## config.mk

```make
export PLATFORM = sky130hd
export DESIGN_NAME = ps2_host_tx_flat
export DESIGN_NICKNAME = d
export VERILOG_FILES = /design/src/rtl/ps2_host_tx_if.sv /design/src/rtl/ps2_host_tx.sv /design/src/flat_wrapper.sv
export SDC_FILE = /design/constraint.sdc
export NUM_CORES = 1
export LEC_CHECK = 0
export BUFFER_PORTS_ARGS = -buffer_cell sky130_fd_sc_hd__buf_2
export CAP_MARGIN = 15
export CORE_MARGIN = 2
export CORE_UTILIZATION = 45
export CTS_BUF_LIST = sky130_fd_sc_hd__clkbuf_4 sky130_fd_sc_hd__clkbuf_8 sky130_fd_sc_hd__clkbuf_16
export DETAILED_ROUTE_END_ITERATION = 8
export RECOVER_POWER = 50
export SETUP_SLACK_MARGIN = 0.2
export SLEW_MARGIN = 30
export SYNTH_ARGS = -nofsm -noshare
export SYNTH_HDL_FRONTEND = slang
export SYNTH_SLANG_ARGS = --single-unit
```

## constraint.sdc

```tcl
create_clock -name clk -period 2 [get_ports clk]
set_input_delay 0.1 -clock clk [delete_from_list [all_inputs] [get_ports clk]]
set_output_delay 0.1 -clock clk [all_outputs]
set_load 0.01 [all_outputs]
```

## src/rtl/ps2_host_tx_if.sv

```systemverilog
// CPU-side command port of the PS/2 host transmitter: byte + strobe in,
// busy/done/error status out.
interface ps2_host_tx_if;
    logic [7:0] tx_data;
    logic       tx_start;
    logic       busy;
    logic       done;
    logic       error;

    modport master (
        output tx_data,
        output tx_start,
        input  busy,
        input  done,
        input  error
    );

    modport slave (
        input  tx_data,
        input  tx_start,
        output busy,
        output done,
        output error
    );
endinterface

```

## src/rtl/ps2_host_tx.sv

```systemverilog
// Host-to-device PS/2 transmitter: inhibit, request-to-send, 11-bit frame, ACK.
// Optional macro PS2_TX_ACK_CHECK_EN: a NACK (ACK sample of 1) also raises error.
module ps2_host_tx #(
    parameter int unsigned INHIBIT_CYC = 5000,
    parameter int unsigned TIMEOUT_CYC = 1000000
) (
    input  logic          clk,
    input  logic          rst_n,
    ps2_host_tx_if.slave  host,
    input  logic          ps2_clk_in,
    input  logic          ps2_data_in,
    output logic          ps2_clk_oe,
    output logic          ps2_data_oe
);

    localparam int unsigned CMAX = (INHIBIT_CYC > TIMEOUT_CYC) ? INHIBIT_CYC : TIMEOUT_CYC;
    localparam int unsigned CW   = $clog2(CMAX + 1);
    localparam logic [CW-1:0] INH_LAST = CW'(INHIBIT_CYC - 1);
    localparam logic [CW-1:0] TMO_LAST = CW'(TIMEOUT_CYC - 1);

    typedef enum logic [2:0] {
        S_IDLE,
        S_INHIBIT,
        S_REQ,
        S_SHIFT,
        S_ACK,
        S_WAIT_IDLE,
        S_DONE
    } state_t;

    state_t        state_q, state_d;
    logic [9:0]    sr_q, sr_d;
    logic [3:0]    bit_q, bit_d;
    logic [CW-1:0] cnt_q, cnt_d;
    logic          err_q, err_d;

    logic clk_s1_q, clk_s2_q, clk_s3_q;
    logic dat_s1_q, dat_s2_q;
    logic clk_fall;

    logic clk_oe, data_oe, busy, done, watch;

    // Synchronizers idle high so reset never fakes a clock falling edge.
    always_ff @(posedge clk or negedge rst_n) begin
        if (!rst_n) begin
            clk_s1_q <= 1'b1;
            clk_s2_q <= 1'b1;
            clk_s3_q <= 1'b1;
            dat_s1_q <= 1'b1;
            dat_s2_q <= 1'b1;
        end else begin
            clk_s1_q <= ps2_clk_in;
            clk_s2_q <= clk_s1_q;
            clk_s3_q <= clk_s2_q;
            dat_s1_q <= ps2_data_in;
            dat_s2_q <= dat_s1_q;
        end
    end

    assign clk_fall = clk_s3_q & ~clk_s2_q;

    always_ff @(posedge clk or negedge rst_n) begin
        if (!rst_n) begin
            state_q <= S_IDLE;
            sr_q    <= '0;
            bit_q   <= '0;
            cnt_q   <= '0;
            err_q   <= 1'b0;
        end else begin
            state_q <= state_d;
            sr_q    <= sr_d;
            bit_q   <= bit_d;
            cnt_q   <= cnt_d;
            err_q   <= err_d;
        end
    end

    always_comb begin
        state_d = state_q;
        sr_d    = sr_q;
        bit_d   = bit_q;
        cnt_d   = cnt_q;
        err_d   = err_q;
        clk_oe  = 1'b0;
        data_oe = 1'b0;
        busy    = 1'b0;
        done    = 1'b0;
        watch   = 1'b0;

        case (state_q)
            S_IDLE: begin
                if (host.tx_start) begin
                    sr_d    = {1'b1, ~^host.tx_data, host.tx_data};
                    bit_d   = '0;
                    cnt_d   = '0;
                    err_d   = 1'b0;
                    state_d = S_INHIBIT;
                end
            end
            S_INHIBIT: begin
                busy   = 1'b1;
                clk_oe = 1'b1;
                if (cnt_q == INH_LAST) begin
                    data_oe = 1'b1;
                    cnt_d   = '0;
                    state_d = S_REQ;
                end else begin
                    cnt_d = cnt_q + 1'b1;
                end
            end
            S_REQ: begin
                busy    = 1'b1;
                data_oe = 1'b1;
                watch   = 1'b1;
                if (clk_fall) begin
                    state_d = S_SHIFT;
                end
            end
            S_SHIFT: begin
                busy    = 1'b1;
                data_oe = ~sr_q[0];
                watch   = 1'b1;
                if (clk_fall) begin
                    sr_d  = {1'b0, sr_q[9:1]};
                    bit_d = bit_q + 4'd1;
                    // bit_q reaching 9 means the stop bit is now on the line
                    if (bit_q == 4'd8) begin
                        state_d = S_ACK;
                    end
                end
            end
            S_ACK: begin
                busy  = 1'b1;
                watch = 1'b1;
                if (clk_fall) begin
`ifdef PS2_TX_ACK_CHECK_EN
                    err_d = err_q | dat_s2_q;
`else
                    err_d = err_q;
`endif
                    state_d = S_WAIT_IDLE;
                end
            end
            S_WAIT_IDLE: begin
                busy  = 1'b1;
                watch = 1'b1;
                if (clk_s2_q && dat_s2_q) begin
                    state_d = S_DONE;
                end
            end
            S_DONE: begin
                done    = 1'b1;
                state_d = S_IDLE;
            end
            default: begin
                state_d = S_IDLE;
            end
        endcase

        // Shared watchdog: restarts on every device clock fall, aborts the
        // transfer if the device stalls too long in any device-paced state.
        if (watch) begin
            if (clk_fall) begin
                cnt_d = '0;
            end else if (cnt_q == TMO_LAST) begin
                err_d   = 1'b1;
                state_d = S_DONE;
            end else begin
                cnt_d = cnt_q + 1'b1;
            end
        end
    end

    assign ps2_clk_oe  = clk_oe;
    assign ps2_data_oe = data_oe;
    assign host.busy   = busy;
    assign host.done   = done;
    assign host.error  = err_q;

endmodule
```

## src/flat_wrapper.sv

```systemverilog
// flat-port wrapper written by rule: the top's interface ports become plain ports
module ps2_host_tx_flat 
#(
    parameter int unsigned INHIBIT_CYC = 5000,
    parameter int unsigned TIMEOUT_CYC = 1000000
)
  (clk, rst_n, ps2_clk_in, ps2_data_in, ps2_clk_oe, ps2_data_oe, host_tx_data, host_tx_start, host_busy, host_done, host_error);
  ps2_host_tx_if host_i ();
  input  logic clk;
  input  logic rst_n;
  input  logic ps2_clk_in;
  input  logic ps2_data_in;
  output logic ps2_clk_oe;
  output logic ps2_data_oe;
  input wire logic [$bits(host_i.tx_data)-1:0] host_tx_data;
  input wire logic [$bits(host_i.tx_start)-1:0] host_tx_start;
  output wire logic [$bits(host_i.busy)-1:0] host_busy;
  output wire logic [$bits(host_i.done)-1:0] host_done;
  output wire logic [$bits(host_i.error)-1:0] host_error;
  assign host_i.tx_data = host_tx_data;
  assign host_i.tx_start = host_tx_start;
  assign host_busy = host_i.busy;
  assign host_done = host_i.done;
  assign host_error = host_i.error;
  ps2_host_tx #(.INHIBIT_CYC(INHIBIT_CYC), .TIMEOUT_CYC(TIMEOUT_CYC)) u_core (.clk(clk), .rst_n(rst_n), .host(host_i), .ps2_clk_in(ps2_clk_in), .ps2_data_in(ps2_data_in), .ps2_clk_oe(ps2_clk_oe), .ps2_data_oe(ps2_data_oe));
endmodule
```

Yosys cells after proc, flatten, opt, wreduce, memory -nomap -nowiden
Index checks and enable logic that the tools add are counted.
Cells by class
  equal/unequal tests: 11
  bitwise logic cells: 3
  reductions and logical operators: 7
  mux-type cells: 34
  add/sub/neg operators: 2
Operator list (number)
  $mux W20: 5
  $pmux W20 S2: 1
  $mux W3: 10
  $add A20 B1 Y20 const B: 1
  $eq A20 B13 Y1 const B: 1
  $eq A20 B20 Y1 const B: 1
  $mux W10: 2
  $pmux W10 S2: 1
  $pmux W3 S6: 1
  $mux W1: 10
  $eq A3 B3 Y1 const B: 3
  $mux W4: 2
  $pmux W4 S2: 1
  $reduce_xnor A8 Y1: 1
  $eq A3 B2 Y1 const B: 2
  $reduce_or A5 Y1: 1
  $add A4 B1 Y4 const B: 1
  $eq A4 B4 Y1 const B: 1
  $reduce_or A4 Y1: 1
  $eq A3 B1 Y1 const B: 1
  $logic_not A3 Y1: 1
  $pmux W1 S3: 1
  $reduce_and A3 Y1: 1
  $ne A2 B1 Y1 const B: 1
  other kinds (5): 6
Word-level totals
  bits of input ports: 13
  logic and storage cells: 67
  register bits after elaboration: 43

Longest topological paths before layout
  depth after elaboration: 7
  gate-level depth with buffers: 7
  gate-level depth less buffers: 6

Least setup slack after synthesis
OpenSTA, ideal clock, no wires.
  path type: register to register
  start: reg u_core.cnt_q[13]
  end: reg u_core.cnt_q[14]
  path buffers: 1
  library setup time: 0.134 ns
  setup slack: -0.010 ns
  stages on the path, launching flop included: 7
  data required time: 1.866 ns
  arrival time: 1.876 ns
  path through: dfrtp_1 or4_4 nor4_4 a21boi_1 buf_2 o211ai_2 o211ai_1
Between the ends
  cells in the longest elaborated chain, start to end: 6
  elaborated cells on any way between the ends: 8
RTL lines
  start, declared: RTL line ps2_host_tx.sv:34  | logic [CW-1:0] cnt_q, cnt_d;
  start signal, assigned: RTL line ps2_host_tx.sv:73  | cnt_q <= cnt_d;
  $add A20 B1 Y20 / $eq A20 B13 Y1 (equally long branches): RTL line ps2_host_tx.sv:108, ps2_host_tx.sv:169, ps2_host_tx.sv:103
  $mux W20: RTL line ps2_host_tx.sv:103  | if (cnt_q == INH_LAST) begin
  $pmux W20 S2: RTL line ps2_host_tx.sv:90  | case (state_q)
  $mux W20: RTL line ps2_host_tx.sv:165  | end else if (cnt_q == TMO_LAST) begin
  $mux W20: RTL line ps2_host_tx.sv:163  | if (clk_fall) begin
  $mux W20 *: RTL line ps2_host_tx.sv:162  | if (watch) begin
  net u_core.cnt_d[14]: RTL line ps2_host_tx.sv:34
The timed path passes the listed nets; every way through them passes the cells marked *.
A chain may end at the register's enable or synchronous reset.

Worst setup path in the final report
  start: reg u_core.cnt_q[10]
  end: out ps2_data_oe
Between the ends
  cells in the longest elaborated chain, start to end: 3
RTL lines
  $eq A20 B13 Y1: RTL line ps2_host_tx.sv:103
  $mux W1: RTL line ps2_host_tx.sv:103
  $pmux W1 S3: RTL line ps2_host_tx.sv:90
  end, declared: RTL line flat_wrapper.sv:14  | output logic ps2_data_oe;
No other way between the ends.

==> out/metrics.yaml <==
timing:
  report.final.setup_viol: 23
  tightestPinTransition_ns: 1.11
  final_report_hold_violation_count: 0
  rsz0062_at_grt: "true"
  worst_slack_ns: -0.319
  slew-limit-headroom_pct: 26.2
  maxSlewViolCount: 0
  fmax_mhz: 431
  final_clock_period_utilization_by_the_worst_path_pct: 116
  final_clock_skew_ns: 0.0115
  finalCriticalPeriod_ns: 2.32
min_path:
  min_path_type: "in2reg"
grt:
  grt_antenna_before_repair: 0
  pin_count_of_the_biggest_net_entering_global_routing: 44
  number_of_global_route_vias_before_repair: 2756
  grt_pass1_wl_mm: 13.1
  grt.overflow.total: 0
  global_route.usage.total_pct: 25.5
finish:
  layout-drive-gt1-share_pct: 40.2
  most_common_cell_after_layout_fill_and_taps_aside: "buf_4"
  syn_to_final_growth_pct: 40.9
  postLayoutCellArea_um2: 3840
  final-instance-count-excl-fill: 468
  diodes: 0
  finish.net_count: 408
  final_cell_mix: "59 x buf_4, 36 x dfrtp_1, 25 x nand2_1"
placement:
  detailed_place.area_um2: 3280
  port-buffer-count: 17
  numPlacedInstances: 434
  hpwlAfterDp_mm: 5.35
  finalWeightedCongestion: 0.906
drt:
  drt_drc_violations_left: 0
  iteration_count_of_the_initial_detailed_routing_pass: 4
  post_drt_wl_per_cell_um: 16.5
  dr_total_vias: 2646
  via_to_cell_ratio: 5.65
  detail-route-antenna-nets: 0
  wirelength_mm: 7.72
  drt_first_iter_violations: 180
pwr:
  leakage_nw: 1.68
  power.internal_mw: 1.95
  power_per_cell_area_nw_per_um2: 758
  comb_power_share_pct: 35.7
  vdd_ir_drop_max_mv: 0.505
  power.share.switching_pct: 32.9
  power.net_switching_mw: 0.959
  p_clk_share_pct: 24.3
  sequentialPowerShare_pct: 40.0
yosys:
  syn_avg_cell_area_um2: 9.00
  ys.warnings.count: 0
  syn-instance-count: 303
  post_synth_num_cell_types: 62
  fraction_of_registers_with_async_set_reset_pct: 100
  synth_edf_count: 0
  mappedNetlistArea_um2: 2730
  ys_seq_area_share_pct: 39.7
  synthFlopType: "dfrtp_1"
  postSynthRegisterBits: 43
  syn-num-nets: 319
floorplan:
  fp.dieH_um: 81.9
  die_w_um: 81.9
  io-pin-count: 18
  num_rows: 28
  core_um2: 5890
  initial_utilization_pct: 46.3
  design.die.area_um2: 6700
clock_tree:
  clock_latency_late_sink_ns: 0.30
  htree_levels: 2
  max-clock-path-buffers: 2
  numCtsBuffers: 5
  numClockSinks: 43
  cts_tree: "done"
  clk_pin_slew_worst_paths_ns: 0.09
  clk_root_buffer_cell: "clkbuf_8"
flow_run:
  maxCapViolCount: 0
setup_path:
  required_ns: 1.90
  crit_fanout: 2
  cp-start-kind: "flip-flop"
  critical_path_arrival_ns: 2.22
  category_of_the_worst_setup_path_capture_point: "primary output"
  setup.worst_path.class: "reg2out"
status:
  run_status: "finished with violations"
  violations: "setup timing"
==> final timing paths <==
kind	from	end	slack [ns]	depth (start not counted)
max	u_core.cnt_q[10]	ps2_data_oe	-0.32	7
min	host_tx_data[6]	u_core.sr_q[6]	0.12	3
max reg2reg	u_core.cnt_q[10]	u_core.cnt_q[7]	-0.26	9
min reg2reg	u_core.dat_s1_q	u_core.dat_s2_q	0.36	0
max in group asynchronous	rst_n	u_core.state_q[2]	0.64	3
min in group asynchronous	rst_n	u_core.cnt_q[11]	0.62	3
==> repair_timing <==
action | in CTS | in global routing
gates resized for setup | 37 | 21
endpoints found under the setup margin | 23 | 27
pin swaps | 22 | 13
setup buffers | 18 | 5
hold buffers | 3 | 0
hold endpoints to repair | 40 | 0
==> flip-flops by register name, summed over array words and instances (netlist names) <==
| name | cells |
|---|---|
| u_core.state_q | 3 |
| u_core.sr_q | 10 |
| u_core.dat_s2_q | 1 |
| u_core.clk_s2_q | 1 |
| u_core.clk_s3_q | 1 |
| u_core.cnt_q | 20 |
| u_core.clk_s1_q | 1 |
| u_core.dat_s1_q | 1 |
| u_core.host.error | 1 |
| u_core.bit_q | 4 |
==> power groups by stage <==
stage	clock [mW]	sequential [mW]	combinational, mW
floorplan	0	1.20	0.473
global placement	0	1.18	0.865
detailed placement	0	1.18	0.876
CTS	0.711	1.16	0.978
global route	0.754	1.19	1.15
finish	0.709	1.16	1.04
==> critical path, cell delays in order, from the launching register on <==
cell	delay, ns
dfrtp_1	0.39
or4_4	0.55
buf_6	0.14
nor4_4	0.22
buf_4	0.18
a31oi_1	0.08
a311oi_2	0.20
buf_2	0.17
==> metrics by stage <==
step | hold slack (ns) | setup TNS, ns | setup slack, ns | util, % | power, mW
floorplan | -0.196 | 0 | 0.00481 | - | 1.67
global placement | 0.204 | -0.909 | -0.102 | 55.7 | 2.04
detailed placement | 0.208 | -1.06 | -0.107 | 55.7 | 2.06
CTS | 0.123 | -4.27 | -0.358 | 63.2 | 2.85
global route | 0.142 | -5.88 | -0.435 | 65.3 | 3.09
finish | 0.119 | -3.35 | -0.319 | 65.3 | 2.91
==> routing by layer <==
| layer | track usage [%] | up-vias | wire (um) |
|---|---|---|---|
| li1 | - | 1295 | - |
| met1 | 32.8 | 1279 | 3340 |
| met2 | 43.5 | 56 | 3980 |
| met3 | 2.97 | 16 | 246 |
| met4 | 10.0 | 0 | 160 |
| met5 | 0 | - | 0 |
==> kinds of logic (layout without fill, tap and decap cells) <==
kind of cell               count (synthesis)  after routing  share of synthesized area (%)
and+or+nand+nor                          118            118                           24.8
buffers and inverters                     34            124                           5.73
DFF                                       43             43                           39.7
AOI/OAI and AO/OA                         86             86                           21.9
adders and majority gates                  3              3                           1.38
xor gates and xnor gates                  10             10                           3.21
muxes                                      9              9                           3.35
==> cell usage after synthesis, drive strengths merged (6+ instances only) <==
| cell | instances | area, um2 |
|---|---|---|
| a21oi | 11 | 58.8 |
| a221oi | 7 | 92.6 |
| and2 | 8 | 51.3 |
| buf | 6 | 41.3 |
| clkbuf | 10 | 47.5 |
| dfrtp | 38 | 951 |
| inv | 18 | 67.6 |
| mux2i | 8 | 80.1 |
| nand2 | 26 | 105 |
| nand3 | 15 | 87.6 |
| nand4 | 7 | 43.8 |
| nor2 | 21 | 78.8 |
| nor3 | 9 | 45.0 |
| nor4 | 9 | 92.6 |
| o21ai | 32 | 164 |
| xnor2 | 7 | 61.3 |
==> cell type report <==
class                           count  area (um2)
Clock buffer                        6        76.3
Clock inverter                      2        37.5
Fill cell                         477        2040
Inverter                           18        67.6
Multi-Input combinational cell    226        1680
Sequential cell                    43        1080
Tap cell                           75        93.8
Timing Repair Buffer               98         801
No activity file was read; power rests on OpenSTA's default activity.
